[src/rtl/sccb_init_sequencer.sv]
// sccb_init_sequencer: walks a 16-bit register ROM and issues one SCCB 3-phase write per entry.
// Ports:
//   clk, rst (async, active-low)  clock and reset
//   start                          rising edge begins a sequence while idle or done
//   rom_addr / rom_data            table address out, {reg, val} entry back one cycle later
//   sioc, siod_o, siod_oe          SCCB clock, data value and data drive enable (0 = released)
//   busy, done, writes_done        run status and count of completed writes
//   debug_out                      {state, 3'b0, done, writes_done[7:0], rom_addr[15:0]}
module sccb_init_sequencer #(
  parameter int          CLK_FREQ      = 12000000,
  parameter int          SCCB_FREQ     = 100000,
  parameter int          POWERUP_DELAY = 10000,
  parameter logic [7:0]  DEV_ADDR      = 8'h42,
  parameter int          ROM_AW        = 8
) (
  input  logic              clk,
  input  logic              rst,
  input  logic              start,
  output logic [ROM_AW-1:0] rom_addr,
  input  logic [15:0]       rom_data,
  output logic              sioc,
  output logic              siod_o,
  output logic              siod_oe,
  output logic              busy,
  output logic              done,
  output logic [ROM_AW:0]   writes_done,
  output logic [31:0]       debug_out
);
  localparam int          QR   = CLK_FREQ / (4 * SCCB_FREQ);
  localparam int          Q    = (QR < 1) ? 1 : QR;
  localparam logic [15:0] QM1  = 16'(Q - 1);
  localparam logic [31:0] GAPN = 32'(4 * Q - 1);
  localparam logic [31:0] MS   = 32'(CLK_FREQ / 1000);
  localparam logic [31:0] PU   = 32'(POWERUP_DELAY);
  // drive enable per bit slot: the ninth slot of each byte is released for the don't-care bit
  localparam logic [31:0] MASK = {5'd0, 8'hFF, 1'b0, 8'hFF, 1'b0, 8'hFF, 1'b0};
  typedef enum logic [3:0] {S_IDLE, S_PWRUP, S_FETCH, S_WAITROM, S_DECODE, S_TX, S_GAP, S_DELAY, S_DONE} state_t;
  state_t            r_state;
  logic              r_start_d, r_sioc, r_siod, r_oe, r_busy, r_done;
  logic [31:0]       r_cnt;
  logic [15:0]       r_qcnt;
  logic [6:0]        r_k;
  logic [7:0]        r_reg, r_val;
  logic [ROM_AW-1:0] r_addr;
  logic [ROM_AW:0]   r_wd;
  logic              w_rise, w_adv, w_last, w_tx, w_sioc, w_siod, w_oe;
  logic [4:0]        w_s, w_idx;
  logic [31:0]       w_frame;
  assign w_rise  = start & ~r_start_d;
  assign w_last  = &r_addr;
  assign w_frame = {5'd0, DEV_ADDR, 1'b1, r_reg, 1'b1, r_val, 1'b1};
  assign w_s     = 5'((r_k - 7'd2) >> 2);
  // r_k counts quarter periods across the 116-quarter frame: 2 start, 27 bit slots, stop slot, 2 hold
  always_comb begin
    w_idx  = 5'd26 - w_s;
    w_tx   = r_state == S_TX;
    w_sioc = !w_tx || r_k < 7'd2 || r_k > 7'd113 || !r_k[1];
    w_siod = !w_tx || r_k > 7'd113 || (r_k > 7'd1 && r_k < 7'd110 && w_frame[w_idx]);
    w_oe   = w_tx && (r_k < 7'd2 || r_k > 7'd109 || MASK[w_idx]);
    w_adv  = ((r_state == S_GAP || r_state == S_DELAY) && r_cnt == 32'd0) ||
             (r_state == S_DECODE && rom_data == 16'hF000);
  end
  always_ff @(posedge clk or negedge rst) begin
    if (!rst) begin
      r_state   <= S_IDLE;
      r_start_d <= 1'b0;
      r_sioc    <= 1'b1;
      r_siod    <= 1'b1;
      r_oe      <= 1'b0;
      r_busy    <= 1'b0;
      r_done    <= 1'b0;
      r_cnt     <= '0;
      r_qcnt    <= '0;
      r_k       <= '0;
      r_reg     <= '0;
      r_val     <= '0;
      r_addr    <= '0;
      r_wd      <= '0;
    end else begin
      r_start_d <= start;
      r_sioc    <= w_sioc;
      r_siod    <= w_siod;
      r_oe      <= w_oe;
      case (r_state)
        S_IDLE, S_DONE: if (w_rise) begin
          r_busy  <= 1'b1;
          r_done  <= 1'b0;
          r_addr  <= '0;
          r_wd    <= '0;
          r_cnt   <= PU;
          r_state <= S_PWRUP;
        end
        S_PWRUP: if (r_cnt == 32'd0) r_state <= S_FETCH; else r_cnt <= r_cnt - 32'd1;
        S_FETCH: r_state <= S_WAITROM;
        S_WAITROM: r_state <= S_DECODE;
        S_DECODE: if (rom_data == 16'hFFFF) begin
          r_busy  <= 1'b0;
          r_done  <= 1'b1;
          r_state <= S_DONE;
        end else if (rom_data[15:8] == 8'hF0) begin
          r_cnt   <= {24'd0, rom_data[7:0]} * MS;
          r_state <= S_DELAY;
        end else begin
          r_reg   <= rom_data[15:8];
          r_val   <= rom_data[7:0];
          r_qcnt  <= '0;
          r_k     <= '0;
          r_state <= S_TX;
        end
        S_TX: if (r_qcnt == QM1) begin
          r_qcnt <= '0;
          if (r_k == 7'd115) begin
            r_k     <= '0;
            r_wd    <= r_wd + 1'b1;
            r_cnt   <= GAPN;
            r_state <= S_GAP;
          end else r_k <= r_k + 7'd1;
        end else r_qcnt <= r_qcnt + 16'd1;
        S_GAP, S_DELAY: if (r_cnt != 32'd0) r_cnt <= r_cnt - 32'd1;
        default: r_state <= S_IDLE;
      endcase
      // moving to the next entry; the last address ends the run instead of wrapping
      if (w_adv) begin
        if (w_last) begin
          r_busy  <= 1'b0;
          r_done  <= 1'b1;
          r_state <= S_DONE;
        end else begin
          r_addr  <= r_addr + 1'b1;
          r_state <= S_FETCH;
        end
      end
    end
  end
  assign rom_addr    = r_addr;
  assign sioc        = r_sioc;
  assign siod_o      = r_siod;
  assign siod_oe     = r_oe;
  assign busy        = r_busy;
  assign done        = r_done;
  assign writes_done = r_wd;
  assign debug_out   = {r_state, 3'b000, r_done, 8'(r_wd), 16'(r_addr)};
endmodule

[config.mk]
export PLATFORM = sky130hd
export DESIGN_NAME = sccb_init_sequencer
export DESIGN_NICKNAME = d
export VERILOG_FILES = /design/src/rtl/sccb_init_sequencer.sv
export SDC_FILE = /design/constraint.sdc
export NUM_CORES = 1
export LEC_CHECK = 0
export BUFFER_PORTS_ARGS = -buffer_cell sky130_fd_sc_hd__buf_2
export CAP_MARGIN = 0
export CORE_AREA = 3 3 135 137
export CTS_CLUSTER_DIAMETER = 30
export DETAILED_ROUTE_END_ITERATION = 12
export DIE_AREA = 0 0 138 140
export HOLD_SLACK_MARGIN = 0.06
export PLACE_DENSITY_LB_ADDON = 0.08
export RECOVER_POWER = 25
export SYNTH_ARGS = -nofsm -noshare
export SYNTH_HDL_FRONTEND = slang
export SYNTH_SLANG_ARGS = --single-unit
export TNS_END_PERCENT = 10
[constraint.sdc]
create_clock -name clk -period 3.31 [get_ports clk]
set_input_delay 0.662 -clock clk [delete_from_list [all_inputs] [get_ports clk]]
set_output_delay 0.662 -clock clk [all_outputs]
set_load 0.03 [all_outputs]
* Word level (Yosys, flattened, before mapping)
Memory sizes are Yosys's and may differ from the RTL's. Index checks and enable logic that the tools add are counted.
Operators by class: muxes and demuxes 47, $lt $le $gt $ge 6, $add $sub $neg 7, eq/ne operators 26, bitwise logic cells 4, reductions and logical operators 31, $mul 1
Operators by type and width (number):
- 2-to-1 mux 32 bit | 7
- case mux 32 bit (5 select lines) | 1
- 2-to-1 mux 16 bit | 3
- == test 16 bit, second input constant | 2
- zero test 32 bit | 1
- 2-to-1 mux 8 bit | 4
- case mux 16 bit (2 select lines) | 1
- nonzero test 32 bit | 1
- subtractor 32 x 1 -> 32 bit, second input constant | 1
- 2-to-1 mux 4 bit | 7
- 2-to-1 mux 7 bit | 4
- case mux 4 bit (7 select lines) | 1
- 2-to-1 mux 9 bit | 3
- case mux 9 bit (2 select lines) | 1
- multiplier 8 x 9 -> 17 bit, second input constant | 1
- adder 16 x 1 -> 16 bit, second input constant | 1
- == test 16 x 5 -> 1 bit, second input constant | 1
- == test 4 x 3 -> 1 bit, second input constant | 4
- AND reduction 8 bit | 2
- greater-than comparator 7 bit, second input constant | 2
- case mux 7 bit (2 select lines) | 1
- != test 2 bit, second input constant | 6
- 2-to-1 mux 1 bit | 10
- adder 9 x 1 -> 9 bit, second input constant | 1
- 31 further kinds | 56
Storage, ports and cells: bits in read-only memories 32, input port bits 19, memories 1, register bits 98
Memories:
- (no name shown) | depth 32, width 1, read ports 1, clocked after Yosys merged registers in 0, write ports 0, line 59 | w_oe = w_tx && (r_k < 7'd2 || r_k > 7'd109 || MASK[w_idx]);

* Logic depth before layout (Yosys ltp)
depth after elaboration 6, depth in mapped cells 17

* Least setup slack after synthesis
OpenSTA, ideal clock, no wires.
path kind input to register, start input rom_data[7], end register r_cnt[20], buffers on the path 0, required time 3174 ps, slack -1257 ps, arrival time 4431 ps, stages 16, cell sequence inv_1 fa_1 fa_1 inv_1 fa_1 inv_1 fa_1 inv_1 ha_1 o21ai_0 nor2_1 o41ai_1 o21ai_0 o41ai_1 xor2_1 o21ai_0
On the way: cells in the longest elaborated chain, start to end 4
RTL lines:
- from (decl) | line 20 | input logic [15:0] rom_data,
- multiplier 8 x 9 -> 17 bit | line 101 | r_cnt <= {24'd0, rom_data[7:0]} * MS;
- 2-to-1 mux 32 bit | line 100 | end else if (rom_data[15:8] == 8'hF0) begin
- 2-to-1 mux 32 bit | line 96 | S_DECODE: if (rom_data == 16'hFFFF) begin
- case mux 32 bit (5 select lines) | line 84 | case (r_state)
- to (signal assigned) | line 101
- to (signal assigned) | line 119 | S_GAP, S_DELAY: if (r_cnt != 32'd0) r_cnt <= r_cnt - 32'd1;
- to (decl) | line 40 | logic [31:0] r_cnt;
Several ways; a longest one is shown, not always the timed one. The select of a mux whose other input is x is not followed. A chain may end at the register's enable or synchronous reset.

* Final worst setup path
start input rom_data[5], end register r_cnt[16]
Same word-level chain as after synthesis.

==> flow_summary.ini <==
[timing]
fin_crit_sh = 1.25
hold_violations = 0
grt_setup_unrepaired = true
clock.fmax_ghz = 0.241
holdWs_ps = 455
worst_slack_ps = -838
drv_slew = 0
worst_clock_skew_ps = 6.11
layout_min_cycle_time_ps = 4150
setup_viol = 10
tns_ps = -5640
tightest_slew_ps = 1270
maxSlewHeadroom = 0.150

[logic_synthesis]
synth_edf_count = 0
avgSynthCellArea_um2 = 8.94
synth_flop_cell = dfrtp_1
synth-seq-area-share = 0.319
synthMuxAreaShare = 0.0281
synth-xor-area-share = 0.0364
synth-seq-cells = 98
synth_compound_area_frac = 0.167
syn_area_um2 = 7700
synthAdderAreaFrac = 0.161
synth-simple-area-share = 0.208
synth_cells = 861
yosysWarnings = 0
synth_cell_type_count = 84
synth_top_family_by_area = simple AND/OR/NAND/NOR gates
synthArstFlopShare = 1.00

[critical_path]
crit_end = r_cnt[16]
cpMaxStageDelayCell = fa_1
rr_endpoint = r_cnt[22]
crit_start = rom_data[5]
rr_worst_depth = 8
cp.arrival_ps = 4420
cpLargestDelayFamily = adder cells
path_class = input port to register
path_cells = buf_6 > buf_4 > ha_1 > fa_1 > inv_1 > fa_1 > fa_1 > inv_1 > ha_2 > nor2_1 > nor2_1 > o41ai_4 > buf_4 > buf_4 > o21bai_1 > xor2_1 > a32oi_1 > o21ai_1
timing.rr.start = r_cnt[26]
crit_fanout = 3
cp.depth = 18
required_ps = 3580
ff2ff_setup_slack_ps = 290
critPathMaxStageDelay_ps = 540
cp-start-kind = input port
crit_buf_inv = 6
endpoint_kind = register

[routing]
detail_route.first_pass.iterations = 5
drc = 0
viasPerCell = 5.56
ant_nets = 0
met1_length_um = 8690
vias = 6695
drtIter0Drc = 389
met2_length_um = 9470
drt-total-wl_um = 19100
wl_per_cell_um = 15.8
highest_layer = met4
wl_met3_um = 619

[grt]
grt.total_usage = 0.198
grt_pass1_wl_um = 32200
gr-total-overflow = 0
grt_pass1_vias = 6527
grt_max_degree = 51
grt_antenna_before_repair = 0

[clocking]
ctsHoldBuffers = 0
insertion_delay_ps = 350
clockRootBuffer = clkbuf_16
cts_tree = built
cts_max_path_buffers = 2
cts_buffers = 9
clock_sinks = 98
path_clk_slew_ps = 70
h-tree-depth = 3

[layout]
regMostFlops = r_cnt
multi_input_area_um2 = 4810
largest_reg_flops = 32
fin_area_um2 = 9120
register_area_um2 = 2450
fillers = 1660
drive_gt1_frac = 0.249
nets = 1078
antenna_cells = 0
area_growth_pct = 18.4

[placement]
placed_area_um2 = 8660
gp_congestion = 0.858
hpwlAfterDp_um = 14800
portBuffers = 61
dpl_worst_slack_ps = -1330

[status]
outcome = finished, violations left
violations = negative setup slack

[floorplan]
ios = 73
core_area_um2 = 17200
dieArea_um2 = 19300
die_w_um = 138
num_rows = 48
die_h_um = 140
start_util = 0.448

[run]
maxCapViolCount = 0

[pwr]
vdd_drop_max_v = 0.000510
power.density_nw_per_um2 = 774
total_power_uw = 7050
p_leak_uw = 0.00428

[hold_path]
min_path_type = input port to register
## Yosys cell counts, types with 6 or more instances
cell type  number  share of area
dfrtp_1        96           0.31
nor2_1         81          0.039
inv_1          72          0.035
o21ai_0        72          0.047
nand2_1        60          0.029
ha_1           59          0.096
a21oi_1        36          0.023
buf_4          29          0.028
fa_1           25          0.065
nor3_1         25          0.016
nand3_1        22          0.014
clkbuf_1       19         0.0093
xor2_1         18          0.020
nand4_1        14          0.011
xnor2_1        14          0.016
nor4_1         12         0.0097
o21ai_1        10         0.0065
or3_1          10         0.0081
and3_1          9         0.0073
mux2_2          9          0.013
a21oi_2         7         0.0080
a31oi_1         7         0.0057
mux2i_1         7         0.0091
o31ai_1         7         0.0068
a21o_1          6         0.0058
nor2b_1         6         0.0049
or2_2           6         0.0049
## worst reg2reg max path, stage by stage (launching register included)
cell and delay [ps]:
dfrtp_1 410, or4_4 560, or4_4 470, or4_4 610, o211a_1 340, buf_4 210, nand3_1 100, xor2_1 150
nor2_1 50
## layout by cell type (no fill, tap or decap), types with 7 or more instances in the layout
cell type  netlist  layout
a21oi_1         36      36
a21oi_2          7       7
a31oi_1          7       7
and3_1           9       8
buf_2            3      56
buf_4           29      87
clkbuf_16        0       9
conb_1           1      11
dfrtp_1         96      96
fa_1            25      22
ha_1            59      54
inv_1           72      66
mux2_2           9       9
mux2i_1          7       7
nand2_1         60      60
nand3_1         22      22
nand4_1         14      14
nor2_1          81      79
nor3_1          25      23
nor4_1          12      12
o21ai_0         72      63
o21ai_1         10      17
o31ai_1          7       7
or3_1           10      10
xnor2_1         14      14
xor2_1          18      17
## repair_timing
item | CTS | global route
resized for setup | 18 | 24
endpoints found under the setup margin | 10 | 14
buffers inserted | 3 | 0
cloned | 0 | 0
pin swaps | 16 | 12
## worst min path at each step
stage,start,to,depth (start not counted)
final,start,r_start_d,1
after global routing,start,r_start_d,1
after CTS,rst,writes_done[7],1
after detailed placement,r_val[1],r_val[1],2
after global placement,r_val[3],r_val[3],2
after floorplan,rst,busy,0
## cell families after synthesis
family / after synthesis
mux: 18
compound gates: 201
flops: 98
simple gates: 299
other cells: 1
xor+xnor: 32
buf+inv: 128
fa+ha+maj: 84
## cell type report
class,instances,area share
Clock buffer,11,0.0277
Clock inverter,5,0.00659
Inverter,72,0.0303
Multi-Input combinational cell,645,0.528
Sequential cell,98,0.269
Tap cell,225,0.0309
Timing Repair Buffer,149,0.108
## power by group
part	internal (uW)	leakage, uW	total (uW)	switching (uW)
sequential	1490	0.00130	1780	290
clock	631	0.000152	1120	489
combinational	1810	0.00283	4150	2340
## routing by layer
metal  up-vias  track usage
li1       3239            -
met1      3297        0.271
met2       135        0.329
met3        24       0.0287
met4         0       0.0541
met5         -            0
## per-stage QoR
step,cells,util
5_1_grt,1205,0.531
2_1_floorplan,871,-
3_5_place_dp,1186,0.504
3_3_place_gp,1186,0.504
4_1_cts,1205,0.526
6_report,1205,0.531
Power figures use the tool's default switching activity.
